### config.mk
export PLATFORM = sky130hd
export DESIGN_NAME = seg_scan_flat
export DESIGN_NICKNAME = d
export VERILOG_FILES = /design/src/rtl/seg_pkg.sv /design/src/rtl/seg_scan_if.sv /design/src/rtl/seg_decode.sv /design/src/rtl/seg_scan.sv /design/src/flat_wrapper.sv
export SDC_FILE = /design/constraint.sdc
export NUM_CORES = 1
export LEC_CHECK = 0
export CAP_MARGIN = 10
export CORE_MARGIN = 5
export CORE_UTILIZATION = 50
export CTS_BUF_LIST = sky130_fd_sc_hd__clkbuf_16
export DETAILED_ROUTE_END_ITERATION = 12
export GPL_TIMING_DRIVEN = 0
export HOLD_SLACK_MARGIN = 0.08
export PLACE_DENSITY = 0.72
export SYNTH_ARGS = -nofsm -noshare
export SYNTH_HDL_FRONTEND = slang
export SYNTH_HIERARCHICAL = 1
export SYNTH_SLANG_ARGS = --single-unit
### constraint.sdc
create_clock -name sys_clk -period 7.03 [get_ports sys_clk]
set_input_delay 0.703 -clock sys_clk [delete_from_list [all_inputs] [get_ports sys_clk]]
set_output_delay 0.703 -clock sys_clk [all_outputs]
set_load 0.01 [all_outputs]
### src/rtl/seg_pkg.sv
// Shared constants for the seven-segment scan block: active-low segment
// patterns (dp in bit 7, g..a in bits 6:0) and the number of display positions.
package seg_pkg;

    localparam int NUM_POS = 6;

    localparam logic [7:0] SEG_BLANK = 8'hFF;
    localparam logic [7:0] SEG_MINUS = 8'hBF;

    localparam logic [7:0] SEG_DIGIT [0:9] = '{
        8'hC0, 8'hF9, 8'hA4, 8'hB0, 8'h99,
        8'h92, 8'h82, 8'hF8, 8'h80, 8'h90
    };

endpackage

### src/rtl/seg_scan_if.sv
// Digit bundle coming from the digit-split stage plus the multiplexed display
// drive going out to the common-anode module.
interface seg_scan_if;
    import seg_pkg::*;

    logic               load;
    logic [3:0]         thd;
    logic [3:0]         hud;
    logic [3:0]         ten;
    logic [3:0]         one;
    logic               neg;
    logic               lz_en;
    logic [NUM_POS-1:0] sel;
    logic [7:0]         seg;
    logic               scan_done;

    modport master (
        output load, thd, hud, ten, one, neg, lz_en,
        input  sel, seg, scan_done
    );

    modport slave (
        input  load, thd, hud, ten, one, neg, lz_en,
        output sel, seg, scan_done
    );

endinterface

### src/rtl/seg_decode.sv
// BCD to active-low seven-segment pattern; codes 10..15 render as blank.
module seg_decode
    import seg_pkg::*;
(
    input  logic [3:0] bcd,
    output logic [7:0] pattern
);

    // Table lookup for legal digits, blank for anything out of range
    always_comb begin
        pattern = SEG_BLANK;
        if (bcd <= 4'd9) begin
            pattern = SEG_DIGIT[bcd];
        end
    end

endmodule

### src/rtl/seg_scan.sv
// Six-position multiplexed display driver. Digits are captured into shadow
// registers on load; each slot lasts SCAN_DIV cycles and starts with a
// BLANK_CYC window where every position is disabled to suppress ghosting.
// sel/seg/scan_done are registered, so they trail the scan state by one cycle.
module seg_scan
    import seg_pkg::*;
#(
    parameter int SCAN_DIV  = 50000,
    parameter int BLANK_CYC = 500
) (
    input  logic     sys_clk,
    input  logic     sys_rst_n,
    seg_scan_if.slave bus
);

    localparam int CNT_W = (SCAN_DIV > 1) ? $clog2(SCAN_DIV) : 1;
    localparam int POS_W = $clog2(NUM_POS);

    localparam logic [CNT_W-1:0] CNT_MAX   = CNT_W'(SCAN_DIV - 1);
    localparam logic [CNT_W-1:0] BLANK_END = CNT_W'(BLANK_CYC);
    localparam logic [POS_W-1:0] POS_LAST  = POS_W'(NUM_POS - 1);

    logic [3:0]         sh_thd;
    logic [3:0]         sh_hud;
    logic [3:0]         sh_ten;
    logic [3:0]         sh_one;
    logic               sh_neg;
    logic               sh_lz;

    logic [CNT_W-1:0]   cnt;
    logic [POS_W-1:0]   pos;

    logic [1:0]         msd;
    logic [3:0]         digit_mux;
    logic [7:0]         digit_code;
    logic [7:0]         seg_next;

    logic [NUM_POS-1:0] sel_q;
    logic [7:0]         seg_q;
    logic               done_q;

    // Shadow registers: the display only ever reads these, never the live inputs
    always_ff @(posedge sys_clk or negedge sys_rst_n) begin
        if (!sys_rst_n) begin
            sh_thd <= '0;
            sh_hud <= '0;
            sh_ten <= '0;
            sh_one <= '0;
            sh_neg <= 1'b0;
            sh_lz  <= 1'b1;
        end else if (bus.load) begin
            sh_thd <= bus.thd;
            sh_hud <= bus.hud;
            sh_ten <= bus.ten;
            sh_one <= bus.one;
            sh_neg <= bus.neg;
            sh_lz  <= bus.lz_en;
        end
    end

    // Slot timer and position index; pos steps once per completed slot
    always_ff @(posedge sys_clk or negedge sys_rst_n) begin
        if (!sys_rst_n) begin
            cnt <= '0;
            pos <= '0;
        end else if (cnt == CNT_MAX) begin
            cnt <= '0;
            pos <= (pos == POS_LAST) ? '0 : pos + POS_W'(1);
        end else begin
            cnt <= cnt + CNT_W'(1);
        end
    end

    // Most significant shown digit, and digit selection for the current position
    always_comb begin
        msd = 2'd0;
        if (!sh_lz || (sh_thd != 4'd0)) begin
            msd = 2'd3;
        end else if (sh_hud != 4'd0) begin
            msd = 2'd2;
        end else if (sh_ten != 4'd0) begin
            msd = 2'd1;
        end

        case (pos)
            POS_W'(0): digit_mux = sh_one;
            POS_W'(1): digit_mux = sh_ten;
            POS_W'(2): digit_mux = sh_hud;
            POS_W'(3): digit_mux = sh_thd;
            default:   digit_mux = 4'd0;
        endcase
    end

    seg_decode u_decode (
        .bcd     (digit_mux),
        .pattern (digit_code)
    );

    // Digit up to msd, minus sign (or blank) right above it, blank beyond
    always_comb begin
        seg_next = SEG_BLANK;
        if (pos <= {1'b0, msd}) begin
            seg_next = digit_code;
        end else if ((pos == ({1'b0, msd} + 3'd1)) && sh_neg) begin
            seg_next = SEG_MINUS;
        end
    end

    // Registered display drive and end-of-frame pulse
    always_ff @(posedge sys_clk or negedge sys_rst_n) begin
        if (!sys_rst_n) begin
            sel_q  <= '1;
            seg_q  <= SEG_BLANK;
            done_q <= 1'b0;
        end else begin
            sel_q  <= (cnt < BLANK_END) ? '1 : ~(NUM_POS'(1) << pos);
            seg_q  <= seg_next;
            done_q <= (cnt == CNT_MAX) && (pos == POS_LAST);
        end
    end

    assign bus.sel       = sel_q;
    assign bus.seg       = seg_q;
    assign bus.scan_done = done_q;

endmodule

### src/flat_wrapper.sv
// flat-port wrapper written by rule: the top's interface ports become plain ports
module seg_scan_flat import seg_pkg::*;
#(
    parameter int SCAN_DIV  = 50000,
    parameter int BLANK_CYC = 500
)
  (sys_clk, sys_rst_n, bus_load, bus_thd, bus_hud, bus_ten, bus_one, bus_neg, bus_lz_en, bus_sel, bus_seg, bus_scan_done);
  seg_scan_if bus_i ();
  input  logic sys_clk;
  input  logic sys_rst_n;
  input wire logic [$bits(bus_i.load)-1:0] bus_load;
  input wire logic [$bits(bus_i.thd)-1:0] bus_thd;
  input wire logic [$bits(bus_i.hud)-1:0] bus_hud;
  input wire logic [$bits(bus_i.ten)-1:0] bus_ten;
  input wire logic [$bits(bus_i.one)-1:0] bus_one;
  input wire logic [$bits(bus_i.neg)-1:0] bus_neg;
  input wire logic [$bits(bus_i.lz_en)-1:0] bus_lz_en;
  output wire logic [$bits(bus_i.sel)-1:0] bus_sel;
  output wire logic [$bits(bus_i.seg)-1:0] bus_seg;
  output wire logic [$bits(bus_i.scan_done)-1:0] bus_scan_done;
  assign bus_i.load = bus_load;
  assign bus_i.thd = bus_thd;
  assign bus_i.hud = bus_hud;
  assign bus_i.ten = bus_ten;
  assign bus_i.one = bus_one;
  assign bus_i.neg = bus_neg;
  assign bus_i.lz_en = bus_lz_en;
  assign bus_sel = bus_i.sel;
  assign bus_seg = bus_i.seg;
  assign bus_scan_done = bus_i.scan_done;
  seg_scan #(.SCAN_DIV(SCAN_DIV), .BLANK_CYC(BLANK_CYC)) u_core (.sys_clk(sys_clk), .sys_rst_n(sys_rst_n), .bus(bus_i));
endmodule
==> out/results.txt <==
outcome: finished clean
first-pass GRT wire length: 8162 um
Net Switching: 145.6 uW
power share of the clock group: 35.2%
top post-synthesis cells by count: dfrtp_1, mux2_2, nor2_1, dfstp_2, nand2_1
die area: 6690 um^2
DR vias: 1,743
crit path kind: register to register
DRC: 0
I/O pin total: 36
RSZ-0062 raised after global routing: no
worst vdd ir: 116.7 uV
Comb pwr share: 13.5%
M1 GR Usage: 21.25%
Sw Ratio: 22.47%
crit path max fanout: 10
final hold violations: 0
worst hold path class: input port to async pin
DR iter-0 viols: 70
WP data required: 7.24 ns
number of global-route vias before repair: 1,758
die outline height: 81.80 um
FF+latch count, synth: 52
Max Clk Rate: 0.3834 GHz
H-tree depth: 2
post-detailed-route wirelength per cell: 14.33 um
initial antenna violation count: 0
TNS Setup: 0 ns
Syn-to-layout area delta: 22.48%
detailed-placement wirelength estimate: 3430 um
clock root cell: clkbuf_16
synth unique cells: 48
Max Cap Viol: 0
clock sink count: 52
Max Buffers Root-to-Sink: 2
endpoints failing setup: 0
vias per std cell: 5.188
EDFF count, synth: 0
CTS-repair resized insts: 0
busiest grt layer: met2
TritonCTS clock tree: built
ranking of synthesized cells by area: dfrtp_1, dfstp_2, mux2_2
Overall Global Routing Usage: 16.08%
Reg power frac: 51.3%
Yosys top cell area share: 35.92%
Slew Viols, Final: 0
P_int: 502.6 uW
gp weighted congestion: 0.7843
# port buffers: 34
CTS Buf Count: 5
Nets: 296
period utilization: 37.10%
TritonRoute pass-1 iters: 4
sequential area share after synthesis: 51.21%
endpoint type of the worst setup path: register
Finished Cell Area: 3157 um^2
clock skew: 0.003787 ns
Pleak: 0.001321 uW
min Tclk post-route: 2.608 ns
Clock transition at path regs: 0.06 ns
Clock Latency Late Sink: 0.28 ns
post-synthesis async set-or-reset flop share: 100.0%
largest net degree at the start of global routing: 35
YS warnings: 6
std cell rows: 26
Core Area: 5042 um^2
# hold bufs at CTS: 0
most numerous cell in the Yosys netlist: dfrtp_1
antenna viol nets, final: 0
Worst setup SP type: register
met2 GRT Util: 26.01%
Post-Syn Nets: 254
power density over the cells: 205.3 nW/um^2
synthesized area: 2577 um^2
n_diodes: 0
Gate Count Post-Synth: 223
Cell Area, Placed: 3020 um^2
share of post-route cells with drive strength above 1: 23.68%
Yosys top cell by area: dfrtp_1
Fillers: 415
grt ovf: 0
crit path DAT: 2.82 ns
top_reg_cell synth: dfrtp_1
met3 Usage GRT: 4.167%
average cell area after synthesis: 11.56 um^2
Die Wd: 81.80 um
initial core utilization: 51.12%
post-CTS setup buffer count: 0
Total Wirelength: 4816 um
[power by group through the flow]
stage | combinational, uW | sequential, uW | clock (uW)
3_5_place_dp | 88.2 | 338 | 0
4_1_cts | 88.9 | 333 | 233
3_3_place_gp | 85.5 | 337 | 0
6_report | 87.6 | 333 | 228
2_1_floorplan | 44.7 | 340 | 0
5_1_grt | 97.0 | 334 | 248
[kinds of logic after synthesis]
group / Yosys count / share of synthesized area (%)
and+or+nand+nor: 76 / 17.33
DFF: 52 / 51.21
AOI/OAI and AO/OA: 27 / 7.476
other: 1 / 0.1455
adders and majority gates: 10 / 4.854
xor gates and xnor gates: 14 / 4.757
buffers and inverters: 18 / 3.592
muxes: 25 / 10.63
[final cells by class]
cell class,count,area [um^2],area share (%)
inverters,8,30.03,0.9512
clock buffers,5,125.1,3.964
well taps,70,87.58,2.774
multi-input cells,153,1165,36.90
flip-flops and latches,52,1320,41.82
plain buffers,10,62.56,1.982
clock inverters,3,11.26,0.3567
repair buffers,35,355.3,11.26
[through the flow]
stage | util (%) | instances | total power [uW] | hold slack, ns | setup slack (ns)
finish | 62.61 | 336 | 648.2 | 0.3586 | 4.422
global route | 62.61 | 336 | 679.9 | 0.3838 | 4.260
CTS | 62.61 | 336 | 654.3 | 0.3676 | 4.449
detailed placement | 59.90 | 328 | 426.6 | 0.4966 | 4.478
global placement | 59.60 | 327 | 422.9 | 0.4830 | 3.769
floorplan | - | 223 | 384.6 | 0.4074 | 4.690
[flip-flops by register name, indices dropped and copies added, names as in the netlist]
register / cells
u_core/sh_ten: 4
u_core/bus.seg: 8
u_core/sh_lz: 1
u_core/sh_one: 4
u_core/sh_hud: 4
u_core/bus.sel: 6
u_core/pos: 3
u_core/sh_thd: 4
u_core/sh_neg: 1
u_core/cnt: 16
u_core/bus.scan_done: 1
[final timing paths]
path	slack, ns	end	depth (start not counted)	startpoint
max in group asynchronous	6.08	u_core/bus.sel[0]$_DFF_PN1_	2	sys_rst_n
worst max register to register	4.42	u_core/bus.seg[6]$_DFF_PN1_	11	u_core/pos[1]$_DFFE_PN0N_
worst max-delay path	4.42	u_core/bus.seg[6]$_DFF_PN1_	11	u_core/pos[1]$_DFFE_PN0N_
min in group sys_clk	0.50	u_core/cnt[7]$_DFF_PN0_	1	u_core/cnt[7]$_DFF_PN0_
worst min register to register	0.50	u_core/cnt[7]$_DFF_PN0_	1	u_core/cnt[7]$_DFF_PN0_
worst min-delay path	0.36	u_core/sh_ten[2]$_DFFE_PN0P_	1	sys_rst_n
[critical path: stages (launching register included)]
cell and delay [ns]:
dfrtp_1 0.37, buf_2 0.20, inv_1 0.18, nor2_1 0.07, ha_1 0.24, a221o_1 0.41
inv_1 0.14, ha_1 0.23, nor2_1 0.06, nor2_1 0.22, mux2i_1 0.12, mux2_2 0.28
[placed cells by master, fill, tap and decap left out, types with 7 or more instances in the layout]
cell type,n
a21oi_1,8
nand2_1,15
ha_1,10
or2_2,7
inv_1,9
dfstp_2,15
clkdlybuf4s50_1,33
nor2_1,16
mux2_2,19
dfrtp_1,37
xnor2_1,11
[layer usage]
metal | vias to the layer above | part of all wire (%)
li1 | 867 | -
met1 | 813 | 45
met2 | 59 | 48
met3 | 4 | 6.2
met4 | 0 | 0.79
met5 | - | 0
Power figures use the tool's default switching activity.
